**config.mk**
```make
export PLATFORM = sky130hd
export DESIGN_NAME = jump_redirect_unit
export DESIGN_NICKNAME = d
export VERILOG_FILES = /design/src/rtl/cpu_defs.sv /design/src/rtl/jump_target_gen.sv /design/src/rtl/jump_redirect_unit.sv
export SDC_FILE = /design/constraint.sdc
export NUM_CORES = 1
export LEC_CHECK = 0
export ABC_CLOCK_PERIOD_IN_PS = 2100
export CORE_MARGIN = 8
export CORE_UTILIZATION = 33
export DETAILED_ROUTE_END_ITERATION = 8
export PLACE_DENSITY = 0.85
export SLEW_MARGIN = 10
export SYNTH_ARGS = -nofsm -noshare
export SYNTH_HDL_FRONTEND = slang
export SYNTH_SLANG_ARGS = --single-unit
```
**constraint.sdc**
```tcl
create_clock -name clk -period 2.1 [get_ports clk]
set_clock_uncertainty 0.1 [all_clocks]
set_input_delay 0.42 -clock clk [delete_from_list [all_inputs] [get_ports clk]]
set_output_delay 0.42 -clock clk [all_outputs]
set_load 0.01 [all_outputs]
```
**src/rtl/cpu_defs.sv**
```systemverilog
// Shared CPU definitions: instruction encodings, datapath width and jump FSM states.
package cpu_defs;

    localparam int unsigned XLEN = 32;

    localparam logic [5:0] OP_RTYPE = 6'h00;
    localparam logic [5:0] OP_J     = 6'h02;
    localparam logic [5:0] OP_JAL   = 6'h03;
    localparam logic [5:0] FUNCT_JR = 6'h08;

    typedef enum logic {
        ST_IDLE     = 1'b0,
        ST_REDIRECT = 1'b1
    } jru_state_e;

endpackage

```
**src/rtl/jump_target_gen.sv**
```systemverilog
// Combinational jump target build: pseudo-direct (region from pc4) or register target.
// Only the fields that feed the target are brought in: the 26-bit word field and the pc4 region nibble.
module jump_target_gen
    import cpu_defs::*;
(
    input  logic [25:0]     instr,
    input  logic [3:0]      pc4,
    input  logic [XLEN-1:0] rs_data,
    input  logic            is_jr,
    output logic [XLEN-1:0] target,
    output logic            misalign
);

    always_comb begin
        target   = {pc4, instr, 2'b00};
        misalign = 1'b0;
        if (is_jr) begin
            target   = {rs_data[XLEN-1:2], 2'b00};
            misalign = (rs_data[1:0] != 2'b00);
        end
    end

endmodule

```
**src/rtl/jump_redirect_unit.sv**
```systemverilog
// ID-stage J/JAL/JR resolver: one registered PC redirect with IF/ID flush and JAL link write.
module jump_redirect_unit
    import cpu_defs::*;
#(
    parameter int unsigned LINK_REG = 31
) (
    input  logic            clk,
    input  logic            rst,
    input  logic            id_valid,
    input  logic [31:0]     id_instr,
    input  logic [XLEN-1:0] id_pc4,
    input  logic [XLEN-1:0] rs_data,
    input  logic            stall,
    output logic            redirect,
    output logic [XLEN-1:0] redirect_pc,
    output logic            flush_ifid,
    output logic            kill_id,
    output logic            link_we,
    output logic [4:0]      link_addr,
    output logic [XLEN-1:0] link_data,
    output logic            addr_err
);

    jru_state_e      state, state_n;
    logic            redirect_n, flush_ifid_n, kill_id_n, link_we_n, addr_err_n;
    logic [XLEN-1:0] redirect_pc_n, link_data_n;

    logic [5:0]      opcode, funct;
    logic            is_j, is_jal, is_jr, is_jump, accept;
    logic [XLEN-1:0] target;
    logic            misalign;

    assign opcode  = id_instr[31:26];
    assign funct   = id_instr[5:0];
    assign is_j    = (opcode == OP_J);
    assign is_jal  = (opcode == OP_JAL);
    assign is_jr   = (opcode == OP_RTYPE) && (funct == FUNCT_JR);
    assign is_jump = is_j || is_jal || is_jr;
    assign accept  = id_valid && !stall && is_jump;

    assign link_addr = 5'(LINK_REG);

    jump_target_gen u_target_gen (
        .instr    (id_instr[25:0]),
        .pc4      (id_pc4[XLEN-1:XLEN-4]),
        .rs_data  (rs_data),
        .is_jr    (is_jr),
        .target   (target),
        .misalign (misalign)
    );

    // State and output registers; a reset abandons any redirect in flight.
    always_ff @(posedge clk or posedge rst) begin
        if (rst) begin
            state       <= ST_IDLE;
            redirect    <= 1'b0;
            flush_ifid  <= 1'b0;
            kill_id     <= 1'b0;
            link_we     <= 1'b0;
            addr_err    <= 1'b0;
            redirect_pc <= '0;
            link_data   <= '0;
        end else begin
            state       <= state_n;
            redirect    <= redirect_n;
            flush_ifid  <= flush_ifid_n;
            kill_id     <= kill_id_n;
            link_we     <= link_we_n;
            addr_err    <= addr_err_n;
            redirect_pc <= redirect_pc_n;
            link_data   <= link_data_n;
        end
    end

    // Next state and next output values; everything holds unless an edge advances it.
    always_comb begin
        state_n       = state;
        redirect_n    = redirect;
        flush_ifid_n  = flush_ifid;
        kill_id_n     = kill_id;
        link_we_n     = link_we;
        addr_err_n    = addr_err;
        redirect_pc_n = redirect_pc;
        link_data_n   = link_data;

        case (state)
            ST_IDLE: begin
                if (accept) begin
                    state_n       = ST_REDIRECT;
                    redirect_n    = 1'b1;
                    flush_ifid_n  = 1'b1;
                    kill_id_n     = 1'b1;
                    link_we_n     = is_jal;
                    redirect_pc_n = target;
                    link_data_n   = id_pc4;
                    addr_err_n    = addr_err || misalign;
                end
            end
            ST_REDIRECT: begin
                // ID now holds the wrong-path fetch, so it is never decoded here.
                if (!stall) begin
                    state_n      = ST_IDLE;
                    redirect_n   = 1'b0;
                    flush_ifid_n = 1'b0;
                    kill_id_n    = 1'b0;
                    link_we_n    = 1'b0;
                end
            end
            default: state_n = ST_IDLE;
        endcase
    end

endmodule
```
* After elaboration in Yosys (flattened, before gate mapping) *
Cells that the tools add are included.
Widths: inputs -> output; s select.

cells by class
  equal/unequal tests = 5
  multiplexer cells = 10
  bitwise gates (word level) = 1
  reductions and logical operators = 11

operators with widths
  kind                count
  $mux 32             1
  $eq 6x2->1 const B  2
  $eq 6x4->1 const B  1
  $logic_not 6->1     1
  $mux 1              6
  $pmux 1 s2          3
  $ne 2x2->1 const B  2
  $reduce_and 2->1    2
  $logic_and 1x1->1   3
  $logic_or 1x1->1    3
  $reduce_bool 2->1   1
  $logic_not 1->1     1
  $not 1->1           1

storage, ports and cells
  bits in registers = 68
  input port bits = 100
  output and inout port bits = 74
  logic and storage cells = 33

* Longest topological paths before layout *
  depth in word-level cells = 6
  mapped depth = 6
  mapped depth without buffers = 4

* By module *
Synthesis repeated with hierarchy kept, for this count alone.

unflattened totals
  cells, all modules = 203
  area, all modules = 3,083.0 um2

modules (own cells, without submodules)
  module              times used  cells an instance  area an instance (um2)  sequential area each (um2)
  jump_redirect_unit  1           166                2,685.1                 1,701.6
  jump_target_gen     1           37                 397.9                   0.0

* Worst setup path after synthesis *
Ideal clock, no wire load.

  path kind = in2reg
  from = in id_instr[4]
  to = reg link_data[0]
  library setup time = 127 ps
  arrival time = 1,672 ps
  required time = 1,873 ps
  slack = 201 ps
  cell stages on the path = 6
  buffers on the path = 2
  cell sequence = nor4_2 > a21oi_2 > nor2_2 > buf_4 > buf_6 > mux2_1

on the way
  longest elaborated chain between the ends = 5

RTL lines
  what                               line                      RTL
  from (decl)                        jump_redirect_unit.sv:10  input logic [31:0] id_instr,
  $eq 6x4->1                         jump_redirect_unit.sv:37  assign is_jr = (opcode == OP_RTYPE) && (funct == FUNCT_JR);
  $logic_and 1x1->1                  jump_redirect_unit.sv:37
  $logic_or 1x1->1                   jump_redirect_unit.sv:38  assign is_jump = is_j || is_jal || is_jr;
  $logic_and 1x1->1                  jump_redirect_unit.sv:39  assign accept = id_valid && !stall && is_jump;
  $reduce_and 2->1 (no source line)  -
  to (signal assigned)               jump_redirect_unit.sv:71  link_data <= link_data_n;
  to (decl)                          jump_redirect_unit.sv:20  output logic [XLEN-1:0] link_data,

No other way between the ends.
A chain may end at the register's enable or synchronous reset.

* Worst setup path after layout *
  from = in id_instr[31]
  to = reg link_data[21]

on the way
  longest elaborated chain between the ends = 5
  elaborated cells on any way between the ends = 8
  classes of those cells = eq/ne: 2; reduce/logical: 6

RTL lines
  what                                                   line                                                RTL
  $eq 6x2->1 (tied with other cells)                     jump_redirect_unit.sv:35                            assign is_j = (opcode == OP_J);
  $logic_or 1x1->1 or $logic_and 1x1->1 (tied branches)  jump_redirect_unit.sv:38, jump_redirect_unit.sv:37
  $logic_or 1x1->1 *                                     jump_redirect_unit.sv:38
  $logic_and 1x1->1 *                                    jump_redirect_unit.sv:39
  $reduce_and 2->1 (no source line) *                    -

Mark *: on every way between the ends. The rest lies on a longest branch, timed or not.

==> results.py <==
metrics = {
    "outcome": {
        "status": "completed",
    },
    "global_routing": {
        "globalRouteOverflowTotal": 0,
        "grt_first_pass_wirelength_um": 14380,
        "pin_count_of_the_biggest_net_entering_global_routing": 67,
        "grtUsageTotal_pct": 15.40,
        "vias_in_the_first_global_route": 2844,
        "antenna_found_initial": 0,
    },
    "timing": {
        "timing.final.crit_period_ns": 2.004,
        "period_share_pct": 95.41,
        "rsz_0062_raised_after_global_routing": "false",
        "post-route-worst-setup-slack_ns": 0.09640,
        "pins_over_their_slew_limit": 0,
        "timing.final.setup_violations": 0,
        "totalNegativeSetupSlack_ns": 0,
        "fmax_mhz": 499.1,
        "timing_hold_violations_final": 0,
    },
    "clock_network": {
        "clock_latency_ns": 0.32,
        "clock_tree.buffer_depth": 2,
        "cts.clk_slew.worst_paths_ns": 0.07,
        "cts-buffers-inserted": 9,
        "clock_tree_from_tritoncts": "yes",
        "clock_sinks": 66,
        "clock_tree.root_cell": "sky130_fd_sc_hd__clkbuf_8",
        "htree_levels": 3,
        "postCtsHoldBufs": 0,
    },
    "critical_path": {
        "timing.critical_path.fanout_max": 29,
        "timing.critical_path.from": "id_instr[31]",
        "critical_path.slowest_cell": "sky130_fd_sc_hd__clkdlybuf4s50_1",
        "crit_family": "buffers and inverters",
        "cp-end-kind": "flop",
        "worst_path_arrival_ns": 2.11,
        "worst-setup-path-type": "in -> reg",
        "max_stage_delay_ns": 0.45,
        "timing.critical_path.from_type": "input pin",
        "worstPathCellList": "clkdlybuf4s50_1 > nor4_4 > nand2_2 > nor2_2 > buf_12 > mux2_2",
        "worst_r2r_startpoint": "state$_DFF_PP0_",
        "crit_cells": 6,
        "crit_buf_inv": 2,
        "number_of_cells_traversed_by_the_worst_register_to_register_path": 6,
        "timing.critical_path.required_ns": 2.21,
    },
    "routing": {
        "overall_routed_net_length_um": 9153,
        "ant_nets": 0,
        "num_vias": 2475,
        "drtIter0Drc": 45,
        "route.detailed.vias_per_inst": 4.679,
        "drcViolationCount": 0,
        "drt_first_pass_iters": 4,
        "post_drt_wl_per_cell_um": 17.30,
    },
    "layout": {
        "final-instance-count-excl-fill": 529,
        "fillerInstances": 724,
        "post_route_cells_drive_above_1_share_pct": 22.57,
        "num-nets-final": 516,
        "layout-area-overhead-vs-synth_pct": 70.12,
        "antenna_cells": 0,
        "final_core_util_pct": 57.26,
    },
    "floorplanning": {
        "core-area_um2": 8636,
        "die-width_um": 109.9,
        "die_area_um2": 12070,
        "ioPinCount": 174,
        "die_ht_um": 109.9,
        "row_count": 34,
        "floorplan.initialDensity_pct": 33.66,
    },
    "yosys": {
        "post-synth-top-area-fraction_pct": 56.82,
        "yosys.area.top_type": "sky130_fd_sc_hd__dfrtp_1",
        "post_synth_instance_area_um2": 2907,
        "synth-seq-cells": 66,
        "synthesis.area_per_instance_um2": 12.47,
        "synth_cells": 233,
        "post_synth_num_cell_types": 29,
        "synth_seq_area_share_pct": 56.82,
        "yosysWarnings": 0,
        "largest_cells_by_area_after_synthesis": "sky130_fd_sc_hd__dfrtp_1 (57%), sky130_fd_sc_hd__a21oi_2 (7.5%), sky130_fd_sc_hd__mux2_2 (7.4%)",
    },
    "power_and_ir_drop": {
        "peakVddDrop_v": 0.0003416,
        "leakagePower_nw": 2.224,
        "total_power_mw": 3.451,
        "power_per_cell_area_nw_per_um2": 697.9,
    },
    "place": {
        "place.gp.congestion": 0.8982,
        "worst_slack_placed_ns": -0.4143,
        "hpwlAfterDp_um": 7214,
        "place.detailed.instances": 512,
        "numPortBuffers": 166,
    },
    "worst_hold_path": {
        "min_path_type": "reg -> reg",
        "holdPathStages": 1,
        "min_from": "addr_err$_DFFE_PP0P_",
    },
    "flow_run": {
        "cap_viol_max_count": 0,
    },
}
[repair_timing]
item / in CTS / in global routing
resized for setup: 1 / 0
endpoints found under the setup margin: 2 / 1
pin swaps: 0 / 1
setup buffers: 0 / 1
[registers in the layout, indices dropped and copies added (netlist names)]
| name | count |
|---|---|
| addr_err | 1 |
| redirect_pc | 30 |
| kill_id | 1 |
| state | 1 |
| link_we | 1 |
| link_data | 32 |
[path summary, 6_finish.rpt]
check / endpoint / slack, ns
setup / recovery: link_data[21]$_DFFE_PP0P_ / 0.1
hold / removal: addr_err$_DFFE_PP0P_ / 0.38
setup reg to reg: link_data[21]$_DFFE_PP0P_ / 0.23
hold reg to reg: addr_err$_DFFE_PP0P_ / 0.38
max in group asynchronous: redirect_pc[6]$_DFFE_PP0P_ / 1.18
min in group asynchronous: link_data[18]$_DFFE_PP0P_ / 0.44
[metal layers]
layer	GRT usage, %	wire length (um)	vias to the layer above
met3	6.682	1173	12
met1	16.80	3451	1176
li1	-	-	1161
met5	0	0	-
met4	5.207	92	0
met2	26.20	4435	126
[per-stage QoR]
| stage | hold slack [ns] | instance area, um^2 |
|---|---|---|
| 2_1_floorplan | 0.3661 | 2929 |
| 3_3_place_gp | 0.3590 | 4750 |
| 3_5_place_dp | 0.3727 | 4750 |
| 4_1_cts | 0.3898 | 4937 |
| 5_1_grt | 0.4124 | 4945 |
| 6_report | 0.3793 | 4945 |
[kinds of logic (layout without fill, tap and decap cells)]
group / count (synthesis) / count (layout) / synth area share, %
DFF: 66 / 66 / 56.82
and+or+nand+nor: 18 / 18 / 4.650
other: 2 / 7 / 0.2584
buffers and inverters: 46 / 229 / 8.566
muxes: 32 / 32 / 12.91
AOI/OAI and AO/OA: 69 / 69 / 16.79
[cell usage after synthesis]
master / n
sky130_fd_sc_hd__nand3_1: 2
sky130_fd_sc_hd__a21oi_1: 5
sky130_fd_sc_hd__nand2b_1: 1
sky130_fd_sc_hd__nor2_2: 1
sky130_fd_sc_hd__nor4b_4: 1
sky130_fd_sc_hd__o22ai_1: 25
sky130_fd_sc_hd__nand4_1: 1
sky130_fd_sc_hd__dfrtp_1: 66
sky130_fd_sc_hd__mux2_4: 4
sky130_fd_sc_hd__nor4_2: 1
sky130_fd_sc_hd__a21oi_2: 25
sky130_fd_sc_hd__nor2_1: 1
sky130_fd_sc_hd__o21ai_2: 4
sky130_fd_sc_hd__inv_1: 26
sky130_fd_sc_hd__clkbuf_1: 4
sky130_fd_sc_hd__o21bai_1: 1
sky130_fd_sc_hd__mux2_1: 9
sky130_fd_sc_hd__buf_2: 1
sky130_fd_sc_hd__nand2_1: 5
sky130_fd_sc_hd__nor3b_1: 1
sky130_fd_sc_hd__buf_6: 5
sky130_fd_sc_hd__nand2_2: 1
sky130_fd_sc_hd__o21ai_0: 9
sky130_fd_sc_hd__or2_1: 1
sky130_fd_sc_hd__mux2_2: 19
sky130_fd_sc_hd__buf_4: 10
sky130_fd_sc_hd__conb_1: 2
sky130_fd_sc_hd__nor4_4: 1
sky130_fd_sc_hd__and3_1: 1
[placed cells by master, fill, tap and decap left out, types with 5 or more instances in the layout]
cell type / instances
sky130_fd_sc_hd__clkdlybuf4s50_1: 166
sky130_fd_sc_hd__dfrtp_1: 66
sky130_fd_sc_hd__inv_1: 25
sky130_fd_sc_hd__a21oi_2: 25
sky130_fd_sc_hd__o22ai_1: 25
sky130_fd_sc_hd__mux2_2: 19
sky130_fd_sc_hd__buf_4: 19
sky130_fd_sc_hd__mux2_1: 9
sky130_fd_sc_hd__o21ai_0: 9
sky130_fd_sc_hd__clkbuf_8: 9
sky130_fd_sc_hd__conb_1: 7
sky130_fd_sc_hd__nand2_1: 5
sky130_fd_sc_hd__a21oi_1: 5
[power breakdown]
group          total [mW]  internal, mW  switching [mW]
clock network        1.02         0.540           0.475
registers            1.52          1.44          0.0895
logic               0.910         0.580           0.331
total                3.45          2.56           0.895
[final cells by class]
| class | instances | area [um^2] | share of cell area, % |
|---|---|---|---|
| multi-input cells | 126 | 1027 | 20.77 |
| well taps | 108 | 135.1 | 2.733 |
| clock buffers | 10 | 127.6 | 2.581 |
| inverters | 26 | 101.3 | 2.050 |
| repair buffers | 187 | 1844 | 37.30 |
| clock inverters | 6 | 57.56 | 1.164 |
| flip-flops and latches | 66 | 1652 | 33.40 |
Note: power is estimated with default switching activity, not from simulation.
==> edit 1, RTL diff (same flow settings) <==
`link_data` no longer has a reset.
--- a/src/rtl/jump_redirect_unit.sv
+++ b/src/rtl/jump_redirect_unit.sv
@@ -59,7 +59,6 @@
             link_we     <= 1'b0;
             addr_err    <= 1'b0;
             redirect_pc <= '0;
-            link_data   <= '0;
         end else begin
             state       <= state_n;
             redirect    <= redirect_n;
@@ -68,8 +67,11 @@
             link_we     <= link_we_n;
             addr_err    <= addr_err_n;
             redirect_pc <= redirect_pc_n;
-            link_data   <= link_data_n;
         end
+    end
+
+    always_ff @(posedge clk) begin
+        link_data <= link_data_n;
     end
 
     // Next state and next output values; everything holds unless an edge advances it.
Function: changed (a bounded check fails within 4 cycles, from zero or initial values and one cycle with rst high).
==> edit 1 against the original RTL <==
  * Setup slack better by 28 ps
  * Via count down 8.6%
  * Highest routed layer unchanged
  * Critical endpoint is now redirect_pc[12]
  * Register-to-register slack better by 270 ps
  * Clock power up 17%
  * Die area shrank 5.3%
  * Synthesized cell count is 23% lower
  * Power fell by 0.85%
  * Final cell count fell by 11%
  * Cell area shrank 2.5%
  * Wire length fell by 5.7%
  * Sequential cell count did not move
  * Synthesized area is 6.2% lower
  * Count of clock-buffer cells in the layout fell by 1
==> edit 1: results (changes against the original RTL) <==
[routing]
routed_wl_mm = 8.63  ; was 9.15 mm
drt-pass1-iter-count = 6  ; was 4
wl_met2_mm = 4.07  ; was 4.44 mm

[placed_design]
dp_slack_ps = -231  ; was -414 ps
place.gp.congestion = 0.727  ; was 0.898
placed_cell_area_sq_um = 4600  ; was 4750 sq um
hpwl_mm = 6.98  ; was 7.21 mm

[global_route]
grt_pass1_vias = 2480  ; was 2844
grt_use_met3_pct = 8.16  ; was 6.68%
grt_first_pass_wirelength_mm = 13.2  ; was 14.4 mm
track_usage_pct = 14.8  ; was 15.4%
grt_max_degree = 35  ; was 67
use_met2_pct = 23.8  ; was 26.2%

[layout]
nMultiInputCombCells = 95  ; was 126
finalNonFillerCells = 472  ; was 529
drive_gt1_share_pct = 12.5  ; was 22.6%
seq_share_pct = 37.6  ; was 33.4%
num-nonclk-buffers = 188  ; was 187
inv_count = 2  ; was 26
multi_input_area_share_pct = 16.0  ; was 20.8%
final-clk-cell-share_pct = 4.62  ; was 3.74%

[status]
status = complete, no violations  ; unchanged

[yosys]
muxShareOfSynthArea_pct = 0  ; was 12.9%
yosys-top-cells-area = edfxtp_1 35%, dfrtp_1 31%, o32a_1 8.8%, o21a_1 6.6%, buf_4 2.5%  ; was dfrtp_1 57%, a21oi_2 7.5%, mux2_2 7.4%, o22ai_1 5.4%, mux2_1 3.5%
async_reset_ff_share_pct = 51.5  ; was 100%
synth-edff-count = 32  ; was 0

[timing]
hold_slack_ps = 377  ; was 379 ps

[worst_setup_path]
cp_max_fo = 17  ; was 29
cpPeakStageDelay_ps = 480  ; was 450 ps

[floorplan]
initial_utilization_pct = 33.5  ; was 33.7%

[min_path]
min_path_type = primary input to asynchronous set/reset pin  ; was register to register

[power]
leakagePower_nw = 1.81  ; was 2.22 nW
p_switching_mw = 0.813  ; was 0.895 mW

[edit 1: worst max-delay path by stage]
stage | from | slack (ps) | end | depth (start not counted)
global placement | id_instr[5] | -210 | redirect_pc[19] | 6
floorplan | id_instr[31] | 70 | link_data[0] | 5
CTS | id_instr[4] | 130 | redirect_pc[12] | 6
global route | id_instr[4] | 70 | redirect_pc[13] | 6
detailed placement | id_instr[4] | -230 | redirect_pc[12] | 6
finish | id_instr[5] | 120 | redirect_pc[12] | 6
[edit 1: power by group through the flow]
stage               sequential [mW]  clock [mW]  combinational [mW]
finish                         1.54        1.19               0.696
global route                   1.55        1.29               0.741
CTS                            1.54        1.22               0.708
detailed placement             1.56           0               0.706
global placement               1.56           0               0.693
floorplan                      1.61           0               0.162
[edit 1: worst register-to-register path, stage by stage (launching register included)]
cell and delay [ps]:
dfrtp_1 400, nor2_1 110, buf_4 140, nand3_4 120, buf_12 200, o32a_1 310
o21a_1 110
==> edit 2, RTL diff (same flow settings) <==
Without the edit above. Put one more register stage on the output `redirect_pc`. The value now appears one clock later. The other outputs are not delayed to match.
--- a/src/rtl/jump_redirect_unit.sv
+++ b/src/rtl/jump_redirect_unit.sv
@@ -20,6 +20,8 @@
     output logic [XLEN-1:0] link_data,
     output logic            addr_err
 );
+
+    logic [XLEN-1:0] redirect_pc_s0;
 
     jru_state_e      state, state_n;
     logic            redirect_n, flush_ifid_n, kill_id_n, link_we_n, addr_err_n;
@@ -58,7 +60,7 @@
             kill_id     <= 1'b0;
             link_we     <= 1'b0;
             addr_err    <= 1'b0;
-            redirect_pc <= '0;
+            redirect_pc_s0 <= '0;
             link_data   <= '0;
         end else begin
             state       <= state_n;
@@ -67,7 +69,7 @@
             kill_id     <= kill_id_n;
             link_we     <= link_we_n;
             addr_err    <= addr_err_n;
-            redirect_pc <= redirect_pc_n;
+            redirect_pc_s0 <= redirect_pc_n;
             link_data   <= link_data_n;
         end
     end
@@ -80,7 +82,7 @@
         kill_id_n     = kill_id;
         link_we_n     = link_we;
         addr_err_n    = addr_err;
-        redirect_pc_n = redirect_pc;
+        redirect_pc_n = redirect_pc_s0;
         link_data_n   = link_data;
 
         case (state)
@@ -110,4 +112,8 @@
         endcase
     end
 
+    always_ff @(posedge clk) begin
+        redirect_pc <= redirect_pc_s0;
+    end
+
 endmodule
Function: changed (a bounded check fails within 4 cycles, from zero or initial values and one cycle with rst high).
==> edit 2 against the original RTL <==
  * Wire length rose by 5.9%
  * Die area rose by 18%
  * Synthesized cell count rose by 13%
  * Hold slack got worse by 110 ps
  * Critical path type unchanged
  * Setup slack got worse by 73 ps
  * Cell area rose by 14%
  * Sequential cell count rose by 30
  * Synthesized area rose by 21%
  * Power rose by 25%
  * Largest cell class is now flip-flops and latches
  * Register-to-register slack improved by 40 ps
  * Sequential power rose by 44%
  * Count of clock-buffer cells in the layout rose by 2
  * Critical path depth rose by 1
  * Core utilization fell by 2.5 points
==> edit 2: results (changes against the original RTL) <==
[cts]
insertion_delay_ps = 340  ; was 320 ps
numCtsBuffers = 9  ; unchanged
clock_path_buffers = 2  ; unchanged
postCtsSetupBuffers = 0  ; unchanged
root_buffer = clkbuf_8  ; unchanged
cts.clk_slew.worst_paths_ps = 90  ; was 70 ps
cts_resized = 0  ; was 1

[layout]
reg_top3 = link_data x32, redirect_pc x30, redirect_pc_s0 x30  ; was link_data x32, redirect_pc x30
drive_gt1_share_pct = 21.1  ; was 22.6%
antenna_cells = 0  ; unchanged
final_net_count = 546  ; was 516

[placed_design]
placed_cell_area_sq_um = 5410  ; was 4750 sq um
hpwl_mm = 7.47  ; was 7.21 mm
io_buffers = 166  ; unchanged
place.gp.congestion = 0.776  ; was 0.898

[global_route]
use_met2_pct = 22.1  ; was 26.2%
overflow = 0  ; unchanged
antenna_found_initial = 0  ; unchanged
use_met1_pct = 14.7  ; was 16.8%
grt_pass1_vias = 2985  ; was 2844
track_usage_pct = 13.1  ; was 15.4%
grt_use_met3_pct = 5.48  ; was 6.68%
grt_first_pass_wirelength_mm = 15.0  ; was 14.4 mm

[worst_setup_path]
cp_max_fo = 14  ; was 29
cp.arrival_ps = 2200  ; was 2110 ps
cpPeakStageDelay_ps = 430  ; was 450 ps

[power]
leakagePower_nw = 2.49  ; was 2.22 nW
max-vdd-ir-drop_mv = 0.434  ; was 0.342 mV

[routing]
drtIter0Drc = 64  ; was 45
vias = 2653  ; was 2475
routed_wl_mm = 9.69  ; was 9.15 mm

[yosys]
yosys-top-cells-area = dfrtp_1 47%, dfxtp_1 17%, a21oi_2 6.2%, mux2_2 6.1%, o22ai_1 4.5%  ; was dfrtp_1 57%, a21oi_2 7.5%, mux2_2 7.4%, o22ai_1 5.4%, mux2_1 3.5%
synthTopCellsByCount = 66 x dfrtp_1, 30 x dfxtp_1, 26 x inv_1  ; was 66 x dfrtp_1, 26 x inv_1, 25 x a21oi_2, 25 x o22ai_1, 19 x mux2_2
ys_seq_area_share_pct = 64.2  ; was 56.8%
yosysUniqueCellTypes = 30  ; was 29
async_reset_ff_share_pct = 68.8  ; was 100%

[status]
status = complete, no violations  ; unchanged

edit 2: cell types whose count changed after synthesis:
cell and change:
dfxtp_1 +30
edit 2: cells by family (layout without fill, tap and decap cells):
| group | count (synthesis) | after routing | share of synthesized area (%) |
|---|---|---|---|
| and+or+nand+nor | 18 | 18 | 3.85 |
| AOI/OAI and AO/OA | 69 | 69 | 13.9 |
| DFF | 96 | 96 | 64.2 |
| buffers and inverters | 46 | 229 | 7.10 |
| other | 2 | 7 | 0.214 |
| muxes | 32 | 32 | 10.7 |
edit 2: metrics by stage:
step           setup WS [ps]  hold WS (ps)  cells  utilization, %  setup TNS, ps
3_3_place_gp            -268           247    570            52.4         -14220
6_report                23.7           270    587            54.7              0
3_5_place_dp            -336           252    570            52.4         -18340
4_1_cts                 32.1           272    586            54.4              0
2_1_floorplan            201           241    268               -              0
5_1_grt                -44.5           282    587            54.7           -118
edit 2: cell type report:
class	count	area, sq um
clock buffers	12	155
multi-input cells	126	1030
flip-flops and latches	96	2250
clock inverters	4	52.6
well taps	136	170
inverters	26	101
repair buffers	187	1890
fillers	845	4670
edit 2: routing by layer:
layer | vias to the layer above | routed length [um]
met5 | - | 0
met4 | 0 | 155
met3 | 15 | 916
met2 | 128 | 4590
met1 | 1255 | 4030
li1 | 1255 | -
edit 2: path summary, 6_finish.rpt:
check / start / cells past startpoint / to / slack (ps)
worst max-delay path: id_instr[27] / 7 / link_data[1] / 20
worst min-delay path: redirect_pc_s0[9] / 0 / redirect_pc[9] / 270
worst max register to register: state / 6 / link_data[1] / 270
worst min register to register: redirect_pc_s0[9] / 0 / redirect_pc[9] / 270
max in group asynchronous: rst / 3 / link_data[29] / 1190
min in group asynchronous: rst / 3 / link_data[10] / 410
edit 2: where the power goes:
group | leakage (nW) | internal, mW | switching, mW | total [mW]
logic | 1.36 | 0.579 | 0.328 | 0.907
registers | 1.04 | 2.08 | 0.111 | 2.19
clock network | 0.0948 | 0.617 | 0.610 | 1.23
total | 2.49 | 3.28 | 1.05 | 4.32
